<file path="config.mk">
export PLATFORM = sky130hd
export DESIGN_NAME = led_pwm_driver
export DESIGN_NICKNAME = d
export VERILOG_FILES = /design/src/rtl/led_pwm_driver.sv
export SDC_FILE = /design/constraint.sdc
export NUM_CORES = 1
export LEC_CHECK = 0
export BUFFER_PORTS_ARGS = -buffer_cell sky130_fd_sc_hd__buf_2
export CAP_MARGIN = 40
export CORE_MARGIN = 2
export CORE_UTILIZATION = 35
export DETAILED_ROUTE_END_ITERATION = 10
export HOLD_SLACK_MARGIN = 0.08
export SYNTH_ARGS = -nofsm -noshare
export SYNTH_HDL_FRONTEND = slang
export SYNTH_SLANG_ARGS = --single-unit
</file>
<file path="constraint.sdc">
create_clock -name clk -period 4.3 [get_ports clk]
set_clock_uncertainty 0.15 [all_clocks]
set_input_delay 0.645 -clock clk [delete_from_list [all_inputs] [get_ports clk]]
set_output_delay 0.645 -clock clk [all_outputs]
set_load 0.01 [all_outputs]
</file>
<file path="src/rtl/led_pwm_driver.sv">
// led_pwm_driver: output stage between the SoC LED register and the LED pads.
// Each LED bit is gated by a per-channel PWM duty and registered for the pads.
// Duty writes land in a pending bank and are copied to the active bank only at
// the PWM period boundary, so a period always runs with one consistent duty.
//
// Optional build macro: LED_PWM_GAMMA_EN
//   defined   - compare uses g = (duty*duty) >> PWM_BITS, registered at commit
//   undefined - compare uses the raw active duty
//
// Ports:
//   clk          system clock
//   resetn       asynchronous active-low reset
//   led_in       raw LED enables from the SoC
//   wr_en        duty write strobe (one cycle)
//   wr_addr      channel index for the write (out-of-range writes are dropped)
//   wr_data      duty value for the write
//   wr_ack       one-cycle pulse acknowledging each write
//   period_start one-cycle pulse on the first clk of each PWM period
//   led_out      registered drive to the output buffers
module led_pwm_driver #(
    parameter int unsigned NUM_LEDS = 8,
    parameter int unsigned PWM_BITS = 8,
    parameter int unsigned PRESCALE = 16
) (
    input  logic                                              clk,
    input  logic                                              resetn,
    input  logic [NUM_LEDS-1:0]                               led_in,
    input  logic                                              wr_en,
    input  logic [((NUM_LEDS > 1) ? $clog2(NUM_LEDS) : 1)-1:0] wr_addr,
    input  logic [PWM_BITS-1:0]                               wr_data,
    output logic                                              wr_ack,
    output logic                                              period_start,
    output logic [NUM_LEDS-1:0]                               led_out
);

    localparam int unsigned AW   = (NUM_LEDS > 1) ? $clog2(NUM_LEDS) : 1;
    localparam int unsigned PS_W = (PRESCALE > 1) ? $clog2(PRESCALE) : 1;
    localparam int unsigned PW2  = 2 * PWM_BITS;
    localparam logic [PWM_BITS-1:0] ONES = '1;

    // Prescaler and PWM counter
    logic [PS_W-1:0]     presc_q, presc_d;
    logic [PWM_BITS-1:0] cnt_q, cnt_d;
    logic                tick;
    logic                wrap;

    // Duty banks
    logic [PWM_BITS-1:0] pend_q [NUM_LEDS];
    logic [PWM_BITS-1:0] pend_d [NUM_LEDS];
    logic [PWM_BITS-1:0] act_q  [NUM_LEDS];
    logic [PWM_BITS-1:0] act_d  [NUM_LEDS];
    logic [PWM_BITS-1:0] thr    [NUM_LEDS];
    logic                addr_ok;

    // Output registers
    logic [NUM_LEDS-1:0] led_q, led_d;
    logic [NUM_LEDS-1:0] on;
    logic                ack_q;
    logic                ps_q;

`ifdef LED_PWM_GAMMA_EN
    // Full 2*PWM_BITS product kept before dropping the low half
    function automatic logic [PWM_BITS-1:0] gamma_of(input logic [PWM_BITS-1:0] d);
        logic [PW2-1:0] p;
        p = PW2'(d) * PW2'(d);
        return p[PW2-1:PWM_BITS];
    endfunction

    localparam logic [PWM_BITS-1:0] GAM_ONES = gamma_of(ONES);

    logic [PWM_BITS-1:0] gam_q [NUM_LEDS];
    logic [PWM_BITS-1:0] gam_d [NUM_LEDS];
`endif

    // Timebase: prescaler tick and period wrap
    always_comb begin
        tick    = (presc_q == PS_W'(PRESCALE - 1));
        presc_d = tick ? '0 : presc_q + PS_W'(1);
        cnt_d   = tick ? cnt_q + PWM_BITS'(1) : cnt_q;
        wrap    = tick && (cnt_q == ONES);
    end

    // Duty banks: commit reads pending before this edge's write lands
    always_comb begin
        pend_d  = pend_q;
        act_d   = act_q;
        addr_ok = ({1'b0, wr_addr} < (AW + 1)'(NUM_LEDS));
        if (wrap) begin
            act_d = pend_q;
        end
        if (wr_en && addr_ok) begin
            pend_d[wr_addr] = wr_data;
        end
    end

`ifdef LED_PWM_GAMMA_EN
    // Gamma threshold computed once per commit
    always_comb begin
        gam_d = gam_q;
        if (wrap) begin
            for (int i = 0; i < NUM_LEDS; i++) begin
                gam_d[i] = gamma_of(pend_q[i]);
            end
        end
    end
`endif

    // Per-channel compare; all-ones duty overrides to always on
    always_comb begin
        thr = act_q;
`ifdef LED_PWM_GAMMA_EN
        thr = gam_q;
`endif
        on = '0;
        for (int i = 0; i < NUM_LEDS; i++) begin
            on[i] = (act_q[i] == ONES) || (cnt_q < thr[i]);
        end
        led_d = led_in & on;
    end

    always_ff @(posedge clk or negedge resetn) begin
        if (!resetn) begin
            presc_q <= '0;
            cnt_q   <= '0;
            led_q   <= '0;
            ack_q   <= 1'b0;
            ps_q    <= 1'b0;
            for (int i = 0; i < NUM_LEDS; i++) begin
                pend_q[i] <= ONES;
                act_q[i]  <= ONES;
            end
        end else begin
            presc_q <= presc_d;
            cnt_q   <= cnt_d;
            led_q   <= led_d;
            ack_q   <= wr_en;
            ps_q    <= wrap;
            pend_q  <= pend_d;
            act_q   <= act_d;
        end
    end

`ifdef LED_PWM_GAMMA_EN
    always_ff @(posedge clk or negedge resetn) begin
        if (!resetn) begin
            for (int i = 0; i < NUM_LEDS; i++) begin
                gam_q[i] <= GAM_ONES;
            end
        end else begin
            gam_q <= gam_d;
        end
    end
`endif

    assign led_out      = led_q;
    assign wr_ack       = ack_q;
    assign period_start = ps_q;

endmodule

</file>
# Yosys cells after proc, flatten, opt, wreduce, memory -nomap -nowiden
# Index checks and enable logic that the tools add are counted.
# W data, S select, Z words.
[op_classes]
eq_ne = 10
magnitude_cmp = 10
mux = 4
bitwise_logic = 2
addsub = 2
reduce_logical = 10
[op_table]
columns = ["cell", "n"]
rows = [
  ["$eq A8 B8 Y1 const B", 9],
  ["$bwmux W64", 1],
  ["$lt A8 B8 Y1", 8],
  ["$demux W8 S3", 1],
  ["$add A8 B1 Y8 const B", 1],
  ["$and A8 B8 Y8", 1],
  ["$logic_or A1 B1 Y1", 8],
  ["$mux W8", 1],
  ["$add A4 B1 Y4 const B", 1],
  ["$eq A4 B4 Y1 const B", 1],
  ["$ge A4 B4 Y1 const B", 1],
  ["$lt A4 B1 Y1 const B", 1],
  ["$mux W4", 1],
  ["$not A3 Y4", 1],
  ["$logic_and A1 B1 Y1", 2],
]
[totals]
inputBits = 22
wordCells = 59
regBits = 150
out_inout_bits = 10

# Logic depth before layout (Yosys ltp)
# Gate-level depths: netlist of run 1.
[depth]
depth_word = 6
ltp_mapped = 7
ltp_nobuf = 6

# Least setup slack after synthesis of run 1
# OpenSTA, ideal clock, no wires.
[synth_path]
kind = "register -> register"
startpoint = "register cnt_q[1]"
endpoint = "register act_q[0] in the netlist's numbering"
period_less_slack_ps = 1955
arrival_time_ps = 1723
stages_incl_launch_ff = 8
n_path_buf = 2
t_required_ps = 4068
setup_ps = 82
path_slack_ps = 2345
cell_sequence = "dfrtp_1 -> ha_1 -> nand3_1 -> nor2_4 -> and3_4 -> buf_12 -> buf_12 -> mux2_4"
[synth_via]
elab_chain_len = 2
[synth_lines]
columns = ["item", "line", "source"]
rows = [
  ["start: declaration", "43", "logic [PWM_BITS-1:0] cnt_q, cnt_d;"],
  ["start signal: assignment", "134", "cnt_q <= cnt_d;"],
  ["$eq A8 B8 Y1", "80", "wrap = tick && (cnt_q == ONES);"],
  ["$logic_and A1 B1 Y1", "80", ""],
  ["end signal: assignment", "139", "act_q <= act_d;"],
  ["end: declaration", "50", "logic [PWM_BITS-1:0] act_q [NUM_LEDS];"],
]
# No other way between the ends.
# A chain may end at the register's enable or synchronous reset.

# Worst setup path in the final report of run 1
[layout_path]
startpoint = "register cnt_q[1]"
endpoint = "register act_q[31] in the netlist's numbering"
# Same word-level chain as after synthesis.

==> reports/metrics.csv, run 1 <==
stage,metric,value,unit
timing,relSlewSlack,41.0,%
floorplan,floorplan.initialDensity,35.9,%
worst_setup_path,path_max_fanout,39,
logic_synthesis,synth-edff-count,0,
placed_design,dp_slack,1.59,ns
clocking,cts_inserted_buffers,17,
logic_synthesis,synth_area,7600,µm²
timing,finalCritPeriodShare,62.5,%
timing,tightest_slew,0.885,ns
outcome,status,"finished, final reports clean",
layout,area_delta_synth_final,13.7,%
logic_synthesis,ys_types,33,
worst_setup_path,crit_path_end_kind,register,
timing,hold_violations,0,
layout,fill_cells,1946,
placed_design,hpwl,11200,µm
logic_synthesis,ys_ff_latch,150,
clocking,clockRootBuffer,clkbuf_16,
power_and_ir_drop,peakVddDrop,0.000271,V
worst_setup_path,crit_arrival,2.89,ns
clocking,cts_tree,built,
timing,max_clock_freq,0.372,GHz
worst_setup_path,worst_ep_required_time,4.50,ns
routing,postRouteAntennaNets,0,
worst_setup_path,reg2reg_slack,1.61,ns
grt,grt_pass1_vias,4736,
job,cap_violations,0,
routing,via_count,4449,
logic_synthesis,synth_fp_nets,632,
power_and_ir_drop,p_per_area,409,nW/µm²
clocking,postCtsSetupBuffers,0,
layout,final_nets,674,
logic_synthesis,yosysTopAreaCell,dfstp_2,
clocking,clk_pin_slew,0.06,ns
worst_setup_path,crit_end,act_q[31]$_DFFE_PN1P_,
clocking,max-clock-path-buffers,2,
logic_synthesis,synthTopCellsByArea,"dfstp_2, mux2_2, mux2_4",
power_and_ir_drop,p_leak,0.00346,µW
clocking,clk_latency,0.43,ns
placed_design,io_buffer_count,31,
timing,fin_ws,1.61,ns
routing,dr.pass1.iters,4,
floorplan,io_pins,32,
routing,drtIter0Drc,268,
layout,multiInputGateArea,3320,µm²
worst_setup_path,worstSetupPathType,register to register,
logic_synthesis,synth_top_area_share,44.3,%
timing,post-route-min-period,2.69,ns
logic_synthesis,yosys_warnings,0,
logic_synthesis,seq_area_frac_synth,51.5,%
logic_synthesis,syn_avg_cell_area,13.8,µm²
grt,grt_antenna_before_repair,0,
layout,antenna_cells,0,
floorplan,rows,53,
worst_setup_path,critPathLaunchType,register,
clocking,htree_levels,4,
floorplan,die_area,22900,µm²
floorplan,coreArea,21200,µm²
logic_synthesis,syn_inst,552,
placed_design,gp_congestion,0.833,
logic_synthesis,synthArstFlopShare,100,%
grt,grt_pass1_wl,26600,µm
routing,drt-vias-per-instance,5.04,
worst_setup_path,rr_worst_depth,6,
floorplan,die_x,151,µm
grt,grt-ovfl-total,0,
worst_setup_path,critPathLaunch,cnt_q[1]$_DFFE_PN0P_,
worst_setup_path,r2r_start,cnt_q[1]$_DFFE_PN0P_,
min_path,worstHoldPathType,primary input to asynchronous set/reset pin,
layout,regArea,3910,µm²
clocking,ctsResizeCount,0,
grt,groute.usage.overall,15.5,%
layout,drive_gt1_share,54.5,%
timing,final-setup-viol-count,0,
clocking,cts_hold_buf,0,
grt,grt_start_max_net_pins,97,
placed_design,placed_cells,850,
worst_setup_path,reg2reg_to,act_q[31]$_DFFE_PN1P_,
floorplan,die_h,151,µm
layout,final_cells,882,
clocking,clock_sinks,150,
timing,final_max_slew_viol_count,0,
timing,rsz0062_at_grt,false,
routing,finalWirelength,16300,µm
routing,wl_per_cell,18.4,µm
timing,tns,0,ns
routing,drc,0,
logic_synthesis,synth_top_flop_cell,dfstp_2,
[per-layer routing]
layer / vias up / global-route usage, % / routed length (µm)
met2: 54 / 25.7 / 8140
met4: 0 / 6.54 / 441
met5: - / 0 / 0
met3: 27 / 3.04 / 331
li1: 2063 / - / -
met1: 2305 / 19.6 / 7350
[where the power goes]
part | internal [µW] | switching [µW] | total (µW)
registers | 1640 | 68.0 | 1710
logic | 119 | 98.2 | 217
clock network | 1020 | 581 | 1600
[sequential cells by signal, summed over array words and instances, names as in the netlist]
register,flops
act_q,64
cnt_q,8
led_out,8
pend_q,64
period_start,1
presc_q,4
wr_ack,1
[synth_stat cells (9+ instances only)]
library cell and n:
a31oi_1 9, dfrtp_1 22, dfstp_2 128, ha_1 58, inv_1 57, mux2_2 80
mux2_4 49, nand3_1 14, nand4_1 18, nor2_1 9, o21ai_0 26
[cell type report]
type	instances	area share [%]
timing repair buffer	35	2.36
sequential	150	45.3
multi-input combinational	333	38.4
clock inverter	11	2.00
clock buffer	21	5.45
inverter	57	2.48
tap	275	3.98
[placed cells by master, fill, tap and decap left out]
cell type,instances
nor3b_4,2
and3_4,1
nand2b_1,8
nand2_1,1
xor2_1,3
nor3_2,2
nor2b_1,8
clkbuf_8,3
a21oi_1,1
mux2_4,49
nand4b_1,3
nand3_1,14
inv_1,57
nor2_4,1
nand2b_4,1
buf_2,30
clkbuf_1,1
a31oi_1,9
nor2_1,9
clkbuf_16,17
a211o_1,8
or4_1,8
buf_6,1
clkinvlp_4,1
nand4_1,18
xnor2_1,5
o21ai_0,26
buf_12,1
bufinv_16,4
clkinv_4,4
and3_1,1
buf_4,3
nor3_1,8
ha_1,58
clkinv_2,2
nand3_4,1
dfrtp_1,22
dfstp_2,128
a211oi_1,8
mux2_2,80
[cells by family (layout without fill, tap and decap cells)]
group | count (synthesis) | count (layout) | synth area share [%]
muxes | 129 | 129 | 21.5
adders and majority gates | 58 | 58 | 9.55
and+or+nand+nor | 86 | 86 | 7.43
buffers and inverters | 69 | 124 | 4.79
AOI/OAI and AO/OA | 52 | 52 | 4.23
xor gates and xnor gates | 8 | 8 | 0.922
DFF | 150 | 150 | 51.5
[worst max-delay path, cell delays in order, from the launching register on]
cell and delay (ns):
dfrtp_1 0.61, ha_1 0.26, nand3_1 0.13, nor2_4 0.16
and3_4 0.55, buf_12 0.33, mux2_2 0.38
[worst min-delay path by stage]
stage / start / end / depth (start not counted)
final: resetn / period_start$_DFF_PN0_ / 1
after global routing: resetn / period_start$_DFF_PN0_ / 1
after CTS: resetn / period_start$_DFF_PN0_ / 1
after detailed placement: presc_q[0]$_DFF_PN0_ / presc_q[0]$_DFF_PN0_ / 1
after global placement: presc_q[0]$_DFF_PN0_ / presc_q[0]$_DFF_PN0_ / 1
after floorplan: resetn / cnt_q[0]$_DFFE_PN0P_ / 0
[per-stage QoR]
| step | util, % | hold WS, ns | total power, µW | cell area [µm²] |
|---|---|---|---|---|
| 3_3_place_gp | 37.8 | 0.311 | 1940 | 7990 |
| 5_1_grt | 40.8 | 0.225 | 3650 | 8640 |
| 2_1_floorplan | - | 0.199 | 1850 | 7600 |
| 3_5_place_dp | 37.8 | 0.324 | 1960 | 7990 |
| 4_1_cts | 40.8 | 0.199 | 3560 | 8640 |
| 6_report | 40.8 | 0.142 | 3530 | 8640 |
No activity file was read; power rests on OpenSTA's default activity.
==> inputs of run 2 (changes only) <==
==> constraint.sdc (replaced) <==
create_clock -name clk -period 2.3 [get_ports clk]
set_clock_uncertainty 0.15 [all_clocks]
set_input_delay 0.345 -clock clk [delete_from_list [all_inputs] [get_ports clk]]
set_output_delay 0.345 -clock clk [all_outputs]
set_load 0.01 [all_outputs]
==> run 2 against run 1 <==
Against the previous run:
- non-clock buffer count up 17
- hold slack about the same
- sequential share of layout area down 0.78 points
- final area up 1.8%
- worst setup slack worse by 1.5 ns
- global-route usage up 0.46 points
==> reports/metrics.csv, run 2 (same netlist as run 1, synthesis figures left out) <==
stage,metric,value,unit,change
floorplan,die_area,22900,µm²,unchanged
floorplan,rows,53,,unchanged
grt,groute.usage.overall,15.9,%,+0.46 points
clocking,htree_levels,4,,unchanged
worst_setup_path,critPathLaunchType,register,,
power_and_ir_drop,power.total,6570,µW,+86%
routing,wl_per_cell,18.8,µm,+1.7%
layout,area_delta_synth_final,15.7,%,
clocking,postCtsSetupBuffers,0,,unchanged
power_and_ir_drop,switching_share,20.9,%,-0.26 points
job,cap_violations,0,,unchanged
routing,dr.pass1.iters,4,,unchanged
grt,grt_antenna_before_repair,0,,unchanged
grt,grt-ovfl-total,0,,unchanged
clocking,max-clock-path-buffers,2,,unchanged
clocking,clk_latency,0.42,ns,about the same
power_and_ir_drop,clkPwrFrac,44.9,%,-0.4 points
clocking,ctsResizeCount,0,,unchanged
floorplan,die_x,151,µm,unchanged
routing,via_count,4511,,+1.4%
routing,drt-vias-per-instance,5.02,,-0.41%
clocking,cts_tree,built,,
min_path,hold_start,led_in[7],,
grt,grt_pass1_wl,27000,µm,+1.7%
worst_setup_path,worst_ep_required_time,2.50,ns,-2.00 ns
power_and_ir_drop,p_switching,1370,µW,+84%
worst_setup_path,rr_worst_depth,6,,unchanged
min_path,worstHoldPathType,primary input to register,,
placed_design,io_buffer_count,31,,unchanged
timing,tns,0,ns,unchanged
worst_setup_path,reg2reg_slack,0.11,ns,-1.51 ns
timing,rsz0062_at_grt,false,,
layout,antenna_cells,0,,unchanged
timing,finalCritPeriodShare,95.4,%,+33 points
timing,final-setup-viol-count,0,,unchanged
layout,reg_top3,"act_q: 64 flops, pend_q: 64 flops",,
clocking,clk_pin_slew,0.06,ns,about the same
power_and_ir_drop,p_per_area,748,nW/µm²,+83%
worst_setup_path,critPathLaunch,presc_q[0]$_DFF_PN0_,,
power_and_ir_drop,p_leak,0.00355,µW,+2.6%
power_and_ir_drop,combPwrFrac,6.4,%,+0.2 points
clocking,clock_sinks,150,,unchanged
floorplan,io_pins,32,,unchanged
grt,grt_start_max_net_pins,48,,-51%
layout,final_nets,691,,+2.5%
timing,post-route-min-period,2.19,ns,-0.495 ns
clocking,cts_inserted_buffers,17,,unchanged
floorplan,coreArea,21200,µm²,unchanged
timing,hold_violations,0,,unchanged
worst_setup_path,worstSetupPathType,register to register,,
worst_setup_path,r2r_start,presc_q[0]$_DFF_PN0_,,
timing,max_clock_freq,0.456,GHz,+23%
worst_setup_path,crit_arrival,2.39,ns,-0.50 ns
routing,drc,0,,unchanged
grt,grt_pass1_vias,4956,,+4.6%
timing,final_max_slew_viol_count,0,,unchanged
min_path,hold-path-cell-count,4,,
worst_setup_path,path_max_fanout,16,,-59%
clocking,clockRootBuffer,clkbuf_16,,
placed_design,hpwl,11600,µm,+3.8%
power_and_ir_drop,seqPwrFrac,48.7,%,+0.2 points
placed_design,gp_congestion,0.786,,-5.6%
timing,tightest_slew,0.518,ns,-0.366 ns
routing,drtIter0Drc,268,,unchanged
min_path,hold_end,led_out[7]$_DFF_PN0_,,
worst_setup_path,reg2reg_to,act_q[15]$_DFFE_PN1P_,,
power_and_ir_drop,p_int,5200,µW,+87%
routing,finalWirelength,16800,µm,+3.5%
layout,mostFrequentLayoutCells,"dfstp_2, mux2_2, ha_1",,
outcome,status,"finished, final reports clean",,
power_and_ir_drop,peakVddDrop,0.000439,V,+62%
floorplan,floorplan.initialDensity,35.9,%,unchanged
worst_setup_path,crit_path_end_kind,register,,
routing,postRouteAntennaNets,0,,unchanged
layout,final_common_cell,dfstp_2,,
layout,drive_gt1_share,55.1,%,+0.53 points
floorplan,die_h,151,µm,unchanged
timing,relSlewSlack,65.3,%,+24 points
## run 2: layer usage
metal	vias up	global-route usage, %	wire (µm)
met5	-	0	0
met4	0	7.62	541
met1	2315	19.3	7380
met2	67	28.0	8630
met3	37	2.02	289
li1	2092	-	-
## run 2: through the flow
stage / instance area [µm²] / utilization (%) / instances / worst slack [ns] / hold slack, ns
3_3_place_gp: 8140 / 38.5 / 865 / 0.210 / 0.162
3_5_place_dp: 8140 / 38.5 / 865 / 0.105 / 0.164
2_1_floorplan: 7600 / - / 552 / 0.345 / -0.101
4_1_cts: 8790 / 41.5 / 898 / 0.0925 / 0.132
6_report: 8790 / 41.5 / 898 / 0.107 / 0.142
5_1_grt: 8790 / 41.5 / 898 / 0.0116 / 0.182
## run 2: final cells by class
type | count | area, µm²
fill | 1882 | 12400
timing repair buffer | 52 | 374
sequential | 150 | 3910
clock inverter | 8 | 146
multi-input combinational | 333 | 3320
clock buffer | 23 | 478
inverter | 57 | 214
tap | 275 | 344
## run 2: worst max-delay path by stage
stage	endpoint	slack, ns	cells past startpoint
3_5_place_dp	act_q[15]$_DFFE_PN1P_	0.11	6
2_1_floorplan	act_q[0]$_DFFE_PN1P_	0.34	7
4_1_cts	act_q[15]$_DFFE_PN1P_	0.09	6
6_report	act_q[15]$_DFFE_PN1P_	0.11	6
3_3_place_gp	act_q[15]$_DFFE_PN1P_	0.21	6
5_1_grt	act_q[15]$_DFFE_PN1P_	0.01	6
## run 2: critical path: stages (launching register included)
cell     delay, ns
dfrtp_1       0.39
ha_1          0.31
nand3_4       0.14
nor2_4        0.16
and3_4        0.24
buf_4         0.31
mux2_2        0.39
## run 2: power groups by stage
stage	clock, µW	sequential [µW]	combinational (µW)
floorplan	0	3190	273
global placement	0	3220	406
detailed placement	0	3240	423
CTS	3000	3200	427
global route	3110	3230	461
finish	2950	3200	417
## run 2: repair_timing
action,in CTS,in global routing
endpoints found under the setup margin,0,0
hold endpoints to repair,42,0
hold buffers,2,0
